$ cat config.mk
export PLATFORM = sky130hd
export DESIGN_NAME = conv_feature_writer
export DESIGN_NICKNAME = d
export VERILOG_FILES = /design/src/rtl/conv_layer_pkg.sv /design/src/rtl/conv_row_buffer.sv /design/src/rtl/conv_feature_writer.sv
export SDC_FILE = /design/constraint.sdc
export NUM_CORES = 1
export LEC_CHECK = 0
export CAP_MARGIN = 20
export CORE_ASPECT_RATIO = 0.8
export CORE_UTILIZATION = 45
export DETAILED_ROUTE_END_ITERATION = 6
export GPL_ROUTABILITY_DRIVEN = 0
export HOLD_SLACK_MARGIN = 0.05
export PLACE_DENSITY = 0.67
export RECOVER_POWER = 50
export SYNTH_ARGS = -nofsm -noshare
export SYNTH_HDL_FRONTEND = slang
export SYNTH_SLANG_ARGS = --single-unit
export TNS_END_PERCENT = 20
$ cat constraint.sdc
create_clock -name clk -period 15.35 [get_ports clk]
set_input_delay 1.535 -clock clk [delete_from_list [all_inputs] [get_ports clk]]
set_output_delay 1.535 -clock clk [all_outputs]
set_load 0.02 [all_outputs]
$ cat src/rtl/conv_layer_pkg.sv
// Shared types and defaults for the convolution layer blocks.
// Contents: controller cmd/ack encodings, writer FSM state encoding and
// default geometry (word width, kernel array width, output rows per frame).
package conv_layer_pkg;

  localparam int unsigned DATA_WIDTH_DEF = 32;
  localparam int unsigned ARRAY_SIZE_DEF = 6;
  localparam int unsigned OUT_ROWS_DEF   = 6;

  typedef enum logic [1:0] {
    CMD_NOP     = 2'b00,
    CMD_START   = 2'b01,
    CMD_STOP    = 2'b10,
    CMD_NOP_ALT = 2'b11
  } conv_cmd_e;

  typedef enum logic [1:0] {
    ACK_IDLE = 2'b00,
    ACK_BUSY = 2'b01,
    ACK_DONE = 2'b10,
    ACK_RSVD = 2'b11
  } conv_ack_e;

  typedef enum logic [2:0] {
    ST_IDLE   = 3'd0,
    ST_ACTIVE = 3'd1,
    ST_FLUSH  = 3'd2,
    ST_DONE   = 3'd3
  } conv_state_e;

endpackage

$ cat src/rtl/conv_row_buffer.sv
// Two-entry ping-pong row store between the kernel array and the RAM drain.
// Ports:
//   clk, rst        clock, asynchronous active-high reset
//   clr             empty the buffer (pointers and occupancy to 0)
//   push, push_data write one row into the free slot
//   pop             release the oldest row
//   rd_data         oldest row (valid while occupancy != 0)
//   occupancy       rows held, 0..2
module conv_row_buffer
  import conv_layer_pkg::*;
#(
  parameter int unsigned ROW_WIDTH = DATA_WIDTH_DEF * ARRAY_SIZE_DEF
) (
  input  logic                 clk,
  input  logic                 rst,
  input  logic                 clr,
  input  logic                 push,
  input  logic [ROW_WIDTH-1:0] push_data,
  input  logic                 pop,
  output logic [ROW_WIDTH-1:0] rd_data,
  output logic [1:0]           occupancy
);

  logic [ROW_WIDTH-1:0] mem_q [2];
  logic [ROW_WIDTH-1:0] mem_d [2];
  logic                 wr_ptr_q, wr_ptr_d;
  logic                 rd_ptr_q, rd_ptr_d;
  logic [1:0]           occ_q, occ_d;

  // Next-state for storage, pointers and occupancy; clear wins over push/pop.
  always_comb begin
    mem_d    = mem_q;
    wr_ptr_d = wr_ptr_q;
    rd_ptr_d = rd_ptr_q;
    occ_d    = occ_q;
    if (clr) begin
      wr_ptr_d = 1'b0;
      rd_ptr_d = 1'b0;
      occ_d    = 2'd0;
    end else begin
      if (push) begin
        mem_d[wr_ptr_q] = push_data;
        wr_ptr_d        = ~wr_ptr_q;
      end
      if (pop) begin
        rd_ptr_d = ~rd_ptr_q;
      end
      occ_d = occ_q + 2'(push) - 2'(pop);
    end
  end

  always_ff @(posedge clk or posedge rst) begin
    if (rst) begin
      for (int i = 0; i < 2; i++) mem_q[i] <= '0;
      wr_ptr_q <= 1'b0;
      rd_ptr_q <= 1'b0;
      occ_q    <= 2'd0;
    end else begin
      for (int i = 0; i < 2; i++) mem_q[i] <= mem_d[i];
      wr_ptr_q <= wr_ptr_d;
      rd_ptr_q <= rd_ptr_d;
      occ_q    <= occ_d;
    end
  end

  assign rd_data   = mem_q[rd_ptr_q];
  assign occupancy = occ_q;

endmodule

$ cat src/rtl/conv_feature_writer.sv
// Serializes rows of ARRAY_SIZE words from the kernel array into a feature-map
// RAM write port, one word per cycle, under the controller's cmd/ack protocol.
// Ports:
//   clk, rst           clock, asynchronous active-high reset
//   enable             run enable; low freezes the block
//   cmd / ack          controller command in, status out (busy / frame done)
//   feat_valid/ready   row handshake (feat_ready is combinational)
//   feature            row, element 0 in the most significant slice
//   ram_we/addr/data   RAM write port
//   current_state      FSM state encoding
//   done               1-cycle pulse after the last word of the frame
// Optional: CONV_OUT_RELU_EN clamps words with the sign bit set to zero.
module conv_feature_writer
  import conv_layer_pkg::*;
#(
  parameter int unsigned DATA_WIDTH = DATA_WIDTH_DEF,
  parameter int unsigned ARRAY_SIZE = ARRAY_SIZE_DEF,
  parameter int unsigned OUT_ROWS   = OUT_ROWS_DEF,
  parameter int unsigned ADDR_WIDTH = 8,
  parameter int unsigned BASE_ADDR  = 0
) (
  input  logic                           clk,
  input  logic                           rst,
  input  logic                           enable,
  input  logic [1:0]                     cmd,
  output logic [1:0]                     ack,
  input  logic                           feat_valid,
  output logic                           feat_ready,
  input  logic [ARRAY_SIZE*DATA_WIDTH-1:0] feature,
  output logic                           ram_we,
  output logic [ADDR_WIDTH-1:0]          ram_addr,
  output logic [DATA_WIDTH-1:0]          ram_data,
  output logic [2:0]                     current_state,
  output logic                           done
);

  localparam int unsigned ROW_WIDTH = ARRAY_SIZE * DATA_WIDTH;
  localparam int unsigned ROW_CW    = $clog2(OUT_ROWS + 1);
  localparam int unsigned COL_CW    = (ARRAY_SIZE > 1) ? $clog2(ARRAY_SIZE) : 1;

  conv_state_e           state_q, state_d;
  logic [ROW_CW-1:0]     row_cnt_q, row_cnt_d;   // rows fully written
  logic [COL_CW-1:0]     col_cnt_q, col_cnt_d;   // next word within the row
  logic [ROW_CW-1:0]     acc_cnt_q, acc_cnt_d;   // rows accepted this frame
  logic                  ram_we_q, ram_we_d;
  logic [ADDR_WIDTH-1:0] ram_addr_q, ram_addr_d;
  logic [DATA_WIDTH-1:0] ram_data_q, ram_data_d;
  logic [1:0]            ack_q, ack_d;
  logic                  done_q, done_d;

  logic                  buf_clr, buf_push, buf_pop;
  logic [ROW_WIDTH-1:0]  buf_rd_data;
  logic [1:0]            buf_occ;
  logic                  accept;
  logic [DATA_WIDTH-1:0] word;
  logic [DATA_WIDTH-1:0] word_out;

  conv_row_buffer #(.ROW_WIDTH(ROW_WIDTH)) u_row_buffer (
    .clk       (clk),
    .rst       (rst),
    .clr       (buf_clr),
    .push      (buf_push),
    .push_data (feature),
    .pop       (buf_pop),
    .rd_data   (buf_rd_data),
    .occupancy (buf_occ)
  );

  assign feat_ready = enable && (state_q == ST_ACTIVE) && (buf_occ < 2'd2)
                      && (acc_cnt_q < ROW_CW'(OUT_ROWS));
  assign accept     = feat_valid && feat_ready;

  // Word selection from the oldest row, with the optional sign clamp.
  always_comb begin
    word = '0;
    for (int i = 0; i < ARRAY_SIZE; i++) begin
      if (col_cnt_q == COL_CW'(i)) word = buf_rd_data[(ARRAY_SIZE-1-i)*DATA_WIDTH +: DATA_WIDTH];
    end
`ifdef CONV_OUT_RELU_EN
    word_out = word[DATA_WIDTH-1] ? '0 : word;
`else
    word_out = word;
`endif
  end

  // FSM next state, counters, buffer control and registered write port.
  always_comb begin
    state_d    = state_q;
    row_cnt_d  = row_cnt_q;
    col_cnt_d  = col_cnt_q;
    acc_cnt_d  = acc_cnt_q;
    ram_we_d   = 1'b0;
    ram_addr_d = ram_addr_q;
    ram_data_d = ram_data_q;
    done_d     = 1'b0;
    buf_clr    = 1'b0;
    buf_push   = 1'b0;
    buf_pop    = 1'b0;

    if (enable) begin
      if (cmd == CMD_STOP) begin
        // STOP beats a simultaneous accept: the offered row is dropped.
        state_d   = ST_IDLE;
        buf_clr   = 1'b1;
        row_cnt_d = '0;
        col_cnt_d = '0;
        acc_cnt_d = '0;
      end else begin
        case (state_q)
          ST_IDLE: begin
            if (cmd == CMD_START) begin
              state_d   = ST_ACTIVE;
              buf_clr   = 1'b1;
              row_cnt_d = '0;
              col_cnt_d = '0;
              acc_cnt_d = '0;
            end
          end
          ST_ACTIVE, ST_FLUSH: begin
            buf_push  = accept;
            acc_cnt_d = acc_cnt_q + ROW_CW'(accept);
            if (buf_occ != 2'd0) begin
              ram_we_d   = 1'b1;
              ram_addr_d = ADDR_WIDTH'(BASE_ADDR)
                         + ADDR_WIDTH'(row_cnt_q) * ADDR_WIDTH'(ARRAY_SIZE)
                         + ADDR_WIDTH'(col_cnt_q);
              ram_data_d = word_out;
              if (col_cnt_q == COL_CW'(ARRAY_SIZE - 1)) begin
                col_cnt_d = '0;
                row_cnt_d = row_cnt_q + ROW_CW'(1);
                buf_pop   = 1'b1;
              end else begin
                col_cnt_d = col_cnt_q + COL_CW'(1);
              end
            end
            if (state_q == ST_ACTIVE && acc_cnt_d == ROW_CW'(OUT_ROWS)) begin
              state_d = ST_FLUSH;
            end
            // Entered one edge after the final write has been issued.
            if (state_q == ST_FLUSH && buf_occ == 2'd0 && row_cnt_q == ROW_CW'(OUT_ROWS)) begin
              state_d = ST_DONE;
              done_d  = 1'b1;
            end
          end
          ST_DONE: state_d = ST_IDLE;
          default: state_d = ST_IDLE;
        endcase
      end
    end

    case (state_d)
      ST_ACTIVE, ST_FLUSH: ack_d = ACK_BUSY;
      ST_DONE:             ack_d = ACK_DONE;
      default:             ack_d = ACK_IDLE;
    endcase
  end

  always_ff @(posedge clk or posedge rst) begin
    if (rst) begin
      state_q    <= ST_IDLE;
      row_cnt_q  <= '0;
      col_cnt_q  <= '0;
      acc_cnt_q  <= '0;
      ram_we_q   <= 1'b0;
      ram_addr_q <= ADDR_WIDTH'(BASE_ADDR);
      ram_data_q <= '0;
      ack_q      <= ACK_IDLE;
      done_q     <= 1'b0;
    end else begin
      state_q    <= state_d;
      row_cnt_q  <= row_cnt_d;
      col_cnt_q  <= col_cnt_d;
      acc_cnt_q  <= acc_cnt_d;
      ram_we_q   <= ram_we_d;
      ram_addr_q <= ram_addr_d;
      ram_data_q <= ram_data_d;
      ack_q      <= ack_d;
      done_q     <= done_d;
    end
  end

  assign ram_we        = ram_we_q;
  assign ram_addr      = ram_addr_q;
  assign ram_data      = ram_data_q;
  assign ack           = ack_q;
  assign done          = done_q;
  assign current_state = state_q;

endmodule

==> impl_metrics.csv <==
group,metric,value,unit
status,status,"finished, violations left",
status,violations,"capacitance limit, slew limit",
logic_synthesis,synthFlopType,"dfrtp_1",
global_route,grtUsageTotal,22.2,%
floorplanning,std_cell_rows,69,
sta,fin_ws,7020,ps
detailed_routing,drt-wirelength-per-cell,21.1,µm
clock_network,cts-resized-gates,0,
cells_and_area,fillers,3725,
clock_network,clockBufferDepth,3,
cells_and_area,syn2layout_area_growth,20.4,%
pwr,peakVddDrop,0.0885,mV
detailed_routing,via_per_inst,5.47,
cells_and_area,final_core_util,55.1,%
sta,max_freq,0.120,GHz
sta,setup_violations,0,
logic_synthesis,ys_types,49,
place,post-place-ws,9720,ps
detailed_routing,drc,0,
clock_network,cts_setup_buffers,0,
global_route,overflow,0,
sta,slew_headroom,-245,%
clock_network,cts_made_buffers,46,
place,dp.cells,2276,
global_route,grt_util_met3,5.42,%
cells_and_area,nets,1933,
logic_synthesis,syn_nets,1734,
global_route,grt_use_met1,29.4,%
cells_and_area,layout_commonest_cell,"dfrtp_1",
global_route,grt_max_degree,188,
setup_path,worstPathRequired,15070,ps
logic_synthesis,synth_top_cell_by_area,"dfrtp_1",
place,hpwl,32000,µm
global_route,gr-usage-met2,36.8,%
setup_path,cp_max_fo,117,
setup_path,arrival,8060,ps
sta,tightest_slew,5150,ps
floorplanning,floorplan.die_area,46300,µm²
logic_synthesis,avgSynthCellArea,13.4,µm²
sta,setup_tns,0,ps
cells_and_area,fin_area,24600,µm²
setup_path,critical_path_class,"input port to asynchronous set/reset pin",
cells_and_area,stdcell_count,2360,
sta,finalCritPeriodShare,54.3,%
detailed_routing,dr.pass1.iters,5,
sta,hold_viol_final,0,
logic_synthesis,synthesis.area,20400,µm²
global_route,first_global_vias,13600,
logic_synthesis,synth_top_family_by_area,"multiplexers",
sta,period_minus_slack,8330,ps
sta,whs,472,ps
clock_network,clkSlewWorstSetupHoldPaths,60,ps
floorplanning,core,44600,µm²
detailed_routing,drt_wl_total,49900,µm
clock_network,ctsHoldBuffers,0,
logic_synthesis,synthTopCellsByArea,"dfrtp_1, mux2_2, mux2_1",
floorplanning,initial_core_util,45.8,%
cells_and_area,layout-drive-gt1-share,26.6,%
floorplanning,die_x,240,µm
logic_synthesis,ys_seq_area_share,54.3,%
logic_synthesis,synth-xor-area-share,0.429,%
floorplanning,die_h,193,µm
clock_network,clock_latency,550,ps
clock_network,ctsRootBufferMaster,"clkbuf_16",
pwr,p_leak,11.4,nW
place,io_buffer_count,244,
logic_synthesis,synthSimpleGateAreaFrac,3.81,%
detailed_routing,ant_nets,0,
clock_network,cts_tree,"yes",
sta,maxSlewViolCount,317,
logic_synthesis,synth.ff_latch_count,443,
worst_hold_path,hp-class,"flop to flop",
global_route,busiest_layer,"met2",
logic_synthesis,synth_edf_count,0,
logic_synthesis,synth-compound-area-share,7.07,%
pwr,power.density,144,nW/µm²
logic_synthesis,ys.warnings.count,0,
sta,rsz0062_at_grt,"false",
cells_and_area,final_cell_mix,"dfrtp_1, mux2_2, clkdlybuf4s50_1",
detailed_routing,drt-initial-drc-count,722,
sta,skew,16.3,ps
logic_synthesis,synth_fa_ha_area_share,0.870,%
detailed_routing,vias,12900,
global_route,antenna_found_initial,12,
logic_synthesis,synth_cells,1523,
setup_path,cp-start-kind,"input port",
logic_synthesis,synthMuxAreaShare,29.7,%
logic_synthesis,synth_top_area_share,54.3,%
clock_network,htreeDepth,2,
global_route,grt_pass1_wl,78800,µm
run,cap_violations,4,
place,place_area,23100,µm²
logic_synthesis,synthArstFlopShare,100,%
clock_network,cts_sinks,443,
pwr,finalPower,3.55,mW
floorplanning,pin_count,246,
setup_path,worstSetupEndpointType,"asynchronous set/reset pin",
[critical path, cell delays in order]
cell	delay, ps
dlygate4sd3_1	550
clkinvlp_2	2860
clkbuf_1	2980
[report_power, final]
group / switching, mW / internal (mW)
combinational: 0.406 / 0.458
clock: 0.446 / 0.656
sequential: 0.140 / 1.44
[metal layers]
metal,wire [µm],vias up
met3,2930,72
met1,21700,6639
met4,857,16
met5,110,-
met2,24200,267
li1,-,5926
[state kept, by name (all words and copies together) (netlist names)]
| signal | count |
|---|---|
| acc_cnt_q | 3 |
| u_row_buffer.mem_q | 384 |
| u_row_buffer.wr_ptr_q | 1 |
| row_cnt_q | 3 |
| ram_data | 32 |
| ram_addr | 7 |
| col_cnt_q | 3 |
| done | 1 |
| current_state | 3 |
| u_row_buffer.occupancy | 2 |
| u_row_buffer.rd_ptr_q | 1 |
| ram_we | 1 |
| ack | 2 |
[path summary, 6_finish.rpt]
path / start / end / cells past startpoint / slack (ps)
max: rst / u_row_buffer.mem_q[86]$_DFFE_PP0P_ / 3 / 7020
min: ram_addr[3]$_DFFE_PP0P_ / ram_addr[3]$_DFFE_PP0P_ / 2 / 470
max reg2reg: current_state[1]$_DFF_PP0_ / u_row_buffer.mem_q[288]$_DFFE_PP0P_ / 8 / 9720
min reg2reg: ram_addr[3]$_DFFE_PP0P_ / ram_addr[3]$_DFFE_PP0P_ / 2 / 470
max in group clk: enable / u_row_buffer.mem_q[288]$_DFFE_PP0P_ / 9 / 8620
min in group asynchronous: rst / u_row_buffer.mem_q[325]$_DFFE_PP0P_ / 2 / 3030
[Yosys cell counts, types with 21 or more instances]
master    count
mux2_1      114
mux2i_1      65
clkbuf_1     53
buf_6        21
buf_2        21
nand2_1      85
nor2b_1      36
a211oi_1     34
dfrtp_1     443
a221oi_1     32
mux2_2      368
o22ai_1      64
o21ai_0      73
[final cells by class]
cell class / instances / area [µm²] / share of cell area [%]
diodes: 4 / 10.0 / 0.0407
clock buffers: 70 / 1400 / 5.67
clock inverters: 9 / 95.1 / 0.386
inverters: 15 / 57.6 / 0.234
multi-input cells: 952 / 8590 / 34.9
flip-flops and latches: 443 / 11100 / 45.1
well taps: 603 / 754 / 3.07
repair buffers: 264 / 2620 / 10.6
[kinds of logic after synthesis]
| kind of cell | after synthesis |
|---|---|
| simple gates | 161 |
| mux | 547 |
| compound gates | 220 |
| fa+ha+maj | 13 |
| xor+xnor | 10 |
| flops | 443 |
| other cells | 1 |
| buf+inv | 128 |
Note: power is estimated with default switching activity, not from simulation.
